==> config.mk <==
export PLATFORM = sky130hd
export DESIGN_NAME = id_ex_pipe_reg_flat
export DESIGN_NICKNAME = d
export VERILOG_FILES = /design/src/rtl/id_ex_pipe_reg_if.sv /design/src/rtl/id_ex_pipe_reg.sv /design/src/flat_wrapper.sv
export SDC_FILE = /design/constraint.sdc
export NUM_CORES = 1
export LEC_CHECK = 0
export ABC_CLOCK_PERIOD_IN_PS = 2100
export CORE_ASPECT_RATIO = 2
export CORE_UTILIZATION = 25
export CTS_BUF_LIST = sky130_fd_sc_hd__clkbuf_8
export DETAILED_ROUTE_END_ITERATION = 6
export GPL_TIMING_DRIVEN = 0
export SYNTH_ARGS = -nofsm -noshare
export SYNTH_HDL_FRONTEND = slang
export SYNTH_SLANG_ARGS = --single-unit
==> constraint.sdc <==
create_clock -name clk -period 2.1 [get_ports clk]
set_input_delay 0.525 -clock clk [delete_from_list [all_inputs] [get_ports clk]]
set_output_delay 0.525 -clock clk [all_outputs]
set_load 0.03 [all_outputs]
==> src/rtl/id_ex_pipe_reg_if.sv <==
// ID/EX stage boundary bundle: decode-side inputs, EX-side registered outputs
// and the bubble performance counter.
interface id_ex_pipe_reg_if #(
  parameter int unsigned DATA_W = 32,
  parameter int unsigned CTRL_W = 12,
  parameter int unsigned CNT_W  = 16
);
  // Decode-stage side
  logic              id_valid;
  logic [DATA_W-1:0] id_pc4;
  logic [DATA_W-1:0] id_rs_data;
  logic [DATA_W-1:0] id_rt_data;
  logic [DATA_W-1:0] id_imm_ext;
  logic [4:0]        id_rs_addr;
  logic [4:0]        id_rt_addr;
  logic [4:0]        id_rd_addr;
  logic [4:0]        id_shamt;
  logic [CTRL_W-1:0] id_ctrl;

  // Execute-stage side
  logic              ex_valid;
  logic [DATA_W-1:0] ex_pc4;
  logic [DATA_W-1:0] ex_rs_data;
  logic [DATA_W-1:0] ex_rt_data;
  logic [DATA_W-1:0] ex_imm_ext;
  logic [4:0]        ex_rs_addr;
  logic [4:0]        ex_rt_addr;
  logic [4:0]        ex_rd_addr;
  logic [4:0]        ex_shamt;
  logic [CTRL_W-1:0] ex_ctrl;
  logic [CNT_W-1:0]  bubble_cnt;

  modport master (
    output id_valid, id_pc4, id_rs_data, id_rt_data, id_imm_ext,
           id_rs_addr, id_rt_addr, id_rd_addr, id_shamt, id_ctrl,
    input  ex_valid, ex_pc4, ex_rs_data, ex_rt_data, ex_imm_ext,
           ex_rs_addr, ex_rt_addr, ex_rd_addr, ex_shamt, ex_ctrl, bubble_cnt
  );

  modport slave (
    input  id_valid, id_pc4, id_rs_data, id_rt_data, id_imm_ext,
           id_rs_addr, id_rt_addr, id_rd_addr, id_shamt, id_ctrl,
    output ex_valid, ex_pc4, ex_rs_data, ex_rt_data, ex_imm_ext,
           ex_rs_addr, ex_rt_addr, ex_rd_addr, ex_shamt, ex_ctrl, bubble_cnt
  );
endinterface

==> src/rtl/id_ex_pipe_reg.sv <==
// ID/EX pipeline register for the 5-stage MIPS core. Holds on stall, inserts
// an all-zero bubble on flush or when ID has no valid instruction, and keeps
// a saturating count of bubbles entering EX.
module id_ex_pipe_reg #(
  parameter int unsigned DATA_W = 32,
  parameter int unsigned CTRL_W = 12,
  parameter int unsigned CNT_W  = 16
) (
  input logic clk,
  input logic rst,
  input logic stall,
  input logic flush,
  id_ex_pipe_reg_if.slave bus
);

  // An all-zero payload is a bubble: ex_valid=0 and ex_ctrl=0 together.
  typedef struct packed {
    logic              valid;
    logic [DATA_W-1:0] pc4;
    logic [DATA_W-1:0] rs_data;
    logic [DATA_W-1:0] rt_data;
    logic [DATA_W-1:0] imm_ext;
    logic [4:0]        rs_addr;
    logic [4:0]        rt_addr;
    logic [4:0]        rd_addr;
    logic [4:0]        shamt;
    logic [CTRL_W-1:0] ctrl;
  } payload_t;

  payload_t         pay_q, pay_d, id_pay;
  logic [CNT_W-1:0] cnt_q, cnt_d;
  logic             bubble;

  // Next-state selection: flush beats stall, stall holds, otherwise load or bubble.
  always_comb begin
    id_pay = '{valid:   1'b1,
               pc4:     bus.id_pc4,
               rs_data: bus.id_rs_data,
               rt_data: bus.id_rt_data,
               imm_ext: bus.id_imm_ext,
               rs_addr: bus.id_rs_addr,
               rt_addr: bus.id_rt_addr,
               rd_addr: bus.id_rd_addr,
               shamt:   bus.id_shamt,
               ctrl:    bus.id_ctrl};
    pay_d  = pay_q;
    cnt_d  = cnt_q;
    bubble = flush || (!stall && !bus.id_valid);
    if (bubble) begin
      pay_d = '0;
      if (cnt_q != '1) begin
        cnt_d = cnt_q + 1'b1;
      end
    end else if (!stall) begin
      pay_d = id_pay;
    end
  end

  // State registers; reset dominates stall and flush.
  always_ff @(posedge clk) begin
    if (rst) begin
      pay_q <= '0;
      cnt_q <= '0;
    end else begin
      pay_q <= pay_d;
      cnt_q <= cnt_d;
    end
  end

  assign bus.ex_valid   = pay_q.valid;
  assign bus.ex_pc4     = pay_q.pc4;
  assign bus.ex_rs_data = pay_q.rs_data;
  assign bus.ex_rt_data = pay_q.rt_data;
  assign bus.ex_imm_ext = pay_q.imm_ext;
  assign bus.ex_rs_addr = pay_q.rs_addr;
  assign bus.ex_rt_addr = pay_q.rt_addr;
  assign bus.ex_rd_addr = pay_q.rd_addr;
  assign bus.ex_shamt   = pay_q.shamt;
  assign bus.ex_ctrl    = pay_q.ctrl;
  assign bus.bubble_cnt = cnt_q;

endmodule

==> src/flat_wrapper.sv <==
// flat-port wrapper written by rule: the top's interface ports become plain ports
module id_ex_pipe_reg_flat 
#(
  parameter int unsigned DATA_W = 32,
  parameter int unsigned CTRL_W = 12,
  parameter int unsigned CNT_W  = 16
)
  (clk, rst, stall, flush, bus_id_valid, bus_id_pc4, bus_id_rs_data, bus_id_rt_data, bus_id_imm_ext, bus_id_rs_addr, bus_id_rt_addr, bus_id_rd_addr, bus_id_shamt, bus_id_ctrl, bus_ex_valid, bus_ex_pc4, bus_ex_rs_data, bus_ex_rt_data, bus_ex_imm_ext, bus_ex_rs_addr, bus_ex_rt_addr, bus_ex_rd_addr, bus_ex_shamt, bus_ex_ctrl, bus_bubble_cnt);
  id_ex_pipe_reg_if #(.DATA_W(DATA_W), .CTRL_W(CTRL_W), .CNT_W(CNT_W)) bus_i ();
  input logic clk;
  input logic rst;
  input logic stall;
  input logic flush;
  input wire logic [$bits(bus_i.id_valid)-1:0] bus_id_valid;
  input wire logic [$bits(bus_i.id_pc4)-1:0] bus_id_pc4;
  input wire logic [$bits(bus_i.id_rs_data)-1:0] bus_id_rs_data;
  input wire logic [$bits(bus_i.id_rt_data)-1:0] bus_id_rt_data;
  input wire logic [$bits(bus_i.id_imm_ext)-1:0] bus_id_imm_ext;
  input wire logic [$bits(bus_i.id_rs_addr)-1:0] bus_id_rs_addr;
  input wire logic [$bits(bus_i.id_rt_addr)-1:0] bus_id_rt_addr;
  input wire logic [$bits(bus_i.id_rd_addr)-1:0] bus_id_rd_addr;
  input wire logic [$bits(bus_i.id_shamt)-1:0] bus_id_shamt;
  input wire logic [$bits(bus_i.id_ctrl)-1:0] bus_id_ctrl;
  output wire logic [$bits(bus_i.ex_valid)-1:0] bus_ex_valid;
  output wire logic [$bits(bus_i.ex_pc4)-1:0] bus_ex_pc4;
  output wire logic [$bits(bus_i.ex_rs_data)-1:0] bus_ex_rs_data;
  output wire logic [$bits(bus_i.ex_rt_data)-1:0] bus_ex_rt_data;
  output wire logic [$bits(bus_i.ex_imm_ext)-1:0] bus_ex_imm_ext;
  output wire logic [$bits(bus_i.ex_rs_addr)-1:0] bus_ex_rs_addr;
  output wire logic [$bits(bus_i.ex_rt_addr)-1:0] bus_ex_rt_addr;
  output wire logic [$bits(bus_i.ex_rd_addr)-1:0] bus_ex_rd_addr;
  output wire logic [$bits(bus_i.ex_shamt)-1:0] bus_ex_shamt;
  output wire logic [$bits(bus_i.ex_ctrl)-1:0] bus_ex_ctrl;
  output wire logic [$bits(bus_i.bubble_cnt)-1:0] bus_bubble_cnt;
  assign bus_i.id_valid = bus_id_valid;
  assign bus_i.id_pc4 = bus_id_pc4;
  assign bus_i.id_rs_data = bus_id_rs_data;
  assign bus_i.id_rt_data = bus_id_rt_data;
  assign bus_i.id_imm_ext = bus_id_imm_ext;
  assign bus_i.id_rs_addr = bus_id_rs_addr;
  assign bus_i.id_rt_addr = bus_id_rt_addr;
  assign bus_i.id_rd_addr = bus_id_rd_addr;
  assign bus_i.id_shamt = bus_id_shamt;
  assign bus_i.id_ctrl = bus_id_ctrl;
  assign bus_ex_valid = bus_i.ex_valid;
  assign bus_ex_pc4 = bus_i.ex_pc4;
  assign bus_ex_rs_data = bus_i.ex_rs_data;
  assign bus_ex_rt_data = bus_i.ex_rt_data;
  assign bus_ex_imm_ext = bus_i.ex_imm_ext;
  assign bus_ex_rs_addr = bus_i.ex_rs_addr;
  assign bus_ex_rt_addr = bus_i.ex_rt_addr;
  assign bus_ex_rd_addr = bus_i.ex_rd_addr;
  assign bus_ex_shamt = bus_i.ex_shamt;
  assign bus_ex_ctrl = bus_i.ex_ctrl;
  assign bus_bubble_cnt = bus_i.bubble_cnt;
  id_ex_pipe_reg #(.DATA_W(DATA_W), .CTRL_W(CTRL_W), .CNT_W(CNT_W)) u_core (.clk(clk), .rst(rst), .stall(stall), .flush(flush), .bus(bus_i));
endmodule
==> metrics.log <==
[metrics] outcome: complete, no violations
[metrics] count of routing violations after the opening detailed-route iteration: between 150 and 200
[metrics] Fmax achieved: 0.492 GHz
[metrics] die width: 115 um
[metrics] Post-layout nets: between 1000 and 1500
[metrics] cell type group with the largest total delay on the critical path: buffers and inverters
[metrics] wire length of the first global-routing pass: ~32 mm
[metrics] Core Box Area: 25100 um^2
[metrics] worst min path class: reg -> reg
[metrics] gate count after technology mapping: 613
[metrics] post-synthesis instance area: 6420 um^2
[metrics] Commonest cells post-synth: sky130_fd_sc_hd__dfxtp_1 (177), sky130_fd_sc_hd__nor2_1 (164), sky130_fd_sc_hd__mux2i_1 (161), sky130_fd_sc_hd__clkbuf_1 (27), sky130_fd_sc_hd__buf_2 (12)
[metrics] WP data arrival: roughly 1.5 ns
[metrics] Syn Area/Cell: 10.5 um^2
[metrics] TritonCTS clock tree: done
[metrics] post-synthesis sequential area ratio: 0.552
[metrics] cell at the slowest stage of the critical path: sky130_fd_sc_hd__clkdlybuf4s50_1
[metrics] number of unique standard cell types used by synthesis: 37
[metrics] vias after detailed routing: 5633
[metrics] Hold Worst Slack: 0.464 ns
[metrics] worst ir drop on vdd: 0.000384 V
[metrics] Pwr Total: 7.17 mW
[metrics] Comb power frac: 0.146
[metrics] sum of negative setup slack: 0 ns
[metrics] share of async-settable or async-resettable flops after synthesis: 0
[metrics] endpoint required time on the critical path: 1.57 ns
[metrics] synthesized net count: 779
[metrics] power dissipated by switching net loads: approximately 1.8 mW
[metrics] final worst path period share: 0.967
[metrics] number of I/O port buffers: 340
[metrics] Cell Pwr Density: around 670 nW/um^2
[metrics] DR pass1 iterations: 4
[metrics] CP cell instances: clkdlybuf4s50_1
[metrics] Cell Rows: 82
[metrics] aggregate global routing overflow: 0
[metrics] post-synthesis register bit count: between 150 and 200
[metrics] maximum fanout encountered on the critical timing path: 2
[metrics] height of the chip: 229 um
[metrics] Internal Power: 5.32 mW
[metrics] placed wire-length estimate: around 17 mm
[metrics] Die Outline Area: 26400 um^2
[metrics] Wirelength per Cell: 16.3 um
[metrics] relative contribution of sequential cells to total power: 0.487
[metrics] ys flop type: sky130_fd_sc_hd__dfxtp_1
[metrics] vias per std cell: about 4.3
[metrics] routability congestion estimate from global placement: 0.812
[metrics] RSZ-0062 raised after global routing: no
[metrics] count of buffer and inverter cells on the critical path: 1
[metrics] initial core utilization: 0.255
[metrics] level count of the clock H-tree: 4
[metrics] number of diodes added for antenna fixing: 0
[metrics] number of buffers inserted during clock tree synthesis: 17
[metrics] leakage power: 5.89 nW
[metrics] final max-slew violation count: 0
[metrics] longest individual stage delay on the worst path: 0.67 ns
[metrics] post-detailed-route DRC marker count: 0
[metrics] transition time of the tightest slew-check pin: 0.867 ns
[metrics] nature of the critical path startpoint: flip-flop
[metrics] number of nets with antenna violations after routing: 0
[metrics] clk sinks: 177
[metrics] fraction of synthesized cell area taken by the top area cell type: 0.552
[metrics] kind of critical path: reg -> out
[metrics] clock power share: 0.367
[metrics] clock network latency to the later pin of the worst-skew pair: around 0.48 ns
[metrics] number of antenna violations at the first check in global routing: 0
[metrics] maximum clock insertion buffer count: 2
[metrics] Maximum Capacitance Violations: 0
[metrics] Clock Pin Slew Worst Setup and Hold Paths: approximately 0.1 ns
[metrics] global-route total usage across every layer: 0.164
[metrics] count of flip-flops with a built-in enable after synthesis: 0
[metrics] IO Pins: 342
[metrics] total of warnings raised by yosys: 0
[metrics] wire length after detailed routing: 21.5 mm
[metrics] Syn-to-layout area delta: 67.5%
[metrics] vias in the first global route: 5698
[metrics] largest net degree at the start of global routing: 17
[metrics] number of endpoints with negative hold slack in the final report: 0
[metrics] ranking of synthesized cells by area: sky130_fd_sc_hd__dfxtp_1 (55%), sky130_fd_sc_hd__mux2i_1 (25%), sky130_fd_sc_hd__nor2_1 (9.6%)
[metrics] Relative slew margins: 0.422
[metrics] Root Driver: sky130_fd_sc_hd__clkbuf_8
[metrics] most frequent cell after synthesis: sky130_fd_sc_hd__dfxtp_1
[metrics] leading area contributor after synthesis: sky130_fd_sc_hd__dfxtp_1
[metrics] Final Skew: around 0.0046 ns
[metrics] buffers inserted by post-CTS timing repair: 0
[metrics] Final setup violation count: 0
[metrics] share of layout cells above drive strength 1: 0.0488
[metrics] net switching fraction of the power: 0.257
[metrics] clock period minus final worst setup slack: 2.03 ns
[metrics] CP endpoint kind: output port
==> stage by stage <==
step	util	std cells	instance area (um^2)	setup WS, ns
2_1_floorplan	-	613	6420	0.216
4_1_cts	0.421	1320	10600	0.000587
5_1_grt	0.428	1320	10800	0.0000961
3_3_place_gp	0.407	1289	10200	-0.642
3_5_place_dp	0.407	1289	10200	-0.655
6_report	0.428	1320	10800	0.0695
==> area by class of cell <==
cell class	instances	area, um^2
Timing Repair Buffer	340	3480
Tap cell	336	420
Clock buffer	18	248
Multi-Input combinational cell	393	2690
Inverter	3	11.3
Clock inverter	13	185
Fill cell	2509	14400
Buffer	40	175
Sequential cell	177	3540
==> cells by family (layout without fill, tap and decap cells) <==
logic type	Yosys count	count (layout)	synth area share
and+or+nand+nor	202	202	0.131
DFF	177	177	0.552
muxes	163	163	0.255
buffers and inverters	43	414	0.0287
AOI/OAI and AO/OA	26	26	0.0302
adders and majority gates	1	1	0.00195
xor gates and xnor gates	1	1	0.00136
==> state kept, by name, indices dropped and copies added (netlist names) <==
signal,cells
u_core.bus.ex_imm_ext,32
u_core.bus.ex_pc4,32
u_core.bus.ex_rs_data,32
u_core.bus.ex_rt_data,32
u_core.bus.bubble_cnt,16
u_core.bus.ex_ctrl,12
u_core.bus.ex_rd_addr,5
u_core.bus.ex_rs_addr,5
u_core.bus.ex_rt_addr,5
u_core.bus.ex_shamt,5
u_core.bus.ex_valid,1
==> per-layer routing <==
metal	vias to the layer above	GRT usage	part of all wire
li1	2798	-	-
met1	2583	0.139	0.33
met2	229	0.326	0.57
met3	23	0.0575	0.079
met4	0	0.0674	0.022
met5	-	0	0
==> final timing paths <==
path | from | cells past startpoint | to | slack [ns]
max | u_core.bus.ex_imm_ext[31] | 1 | bus_ex_imm_ext[31] | 0.07
min | u_core.bus.ex_valid | 2 | u_core.bus.ex_valid | 0.46
max reg2reg | u_core.bus.bubble_cnt[6] | 5 | u_core.bus.bubble_cnt[15] | 0.15
min reg2reg | u_core.bus.ex_valid | 2 | u_core.bus.ex_valid | 0.46
==> layout by cell type (no fill, tap or decap), types with 5 or more instances in the layout <==
cell / count
sky130_fd_sc_hd__clkdlybuf4s50_1: 185
sky130_fd_sc_hd__dfxtp_1: 177
sky130_fd_sc_hd__a21oi_1: 6
sky130_fd_sc_hd__nand4_1: 5
sky130_fd_sc_hd__dlygate4sd2_1: 83
sky130_fd_sc_hd__buf_2: 13
sky130_fd_sc_hd__nor2_1: 164
sky130_fd_sc_hd__clkbuf_8: 18
sky130_fd_sc_hd__clkbuf_1: 25
sky130_fd_sc_hd__mux2i_1: 161
sky130_fd_sc_hd__dlymetal6s2s_1: 72
sky130_fd_sc_hd__nand2_1: 9
==> power by group through the flow <==
stage               registers [mW]  logic (mW)  clock network (mW)
floorplan                     3.75       0.336                   0
global placement              3.57        1.09                   0
detailed placement            3.57        1.09                   0
CTS                           3.49        1.07                2.75
global route                  3.51        1.12                2.88
finish                        3.49        1.05                2.63
==> timing repair <==
| item | 4_1_cts | 5_1_grt |
|---|---|---|
| setup endpoints to repair | 103 | 75 |
| gates resized for setup | 85 | 73 |
| hold buffers | 0 | 0 |
(Power assumes the default switching activity.)
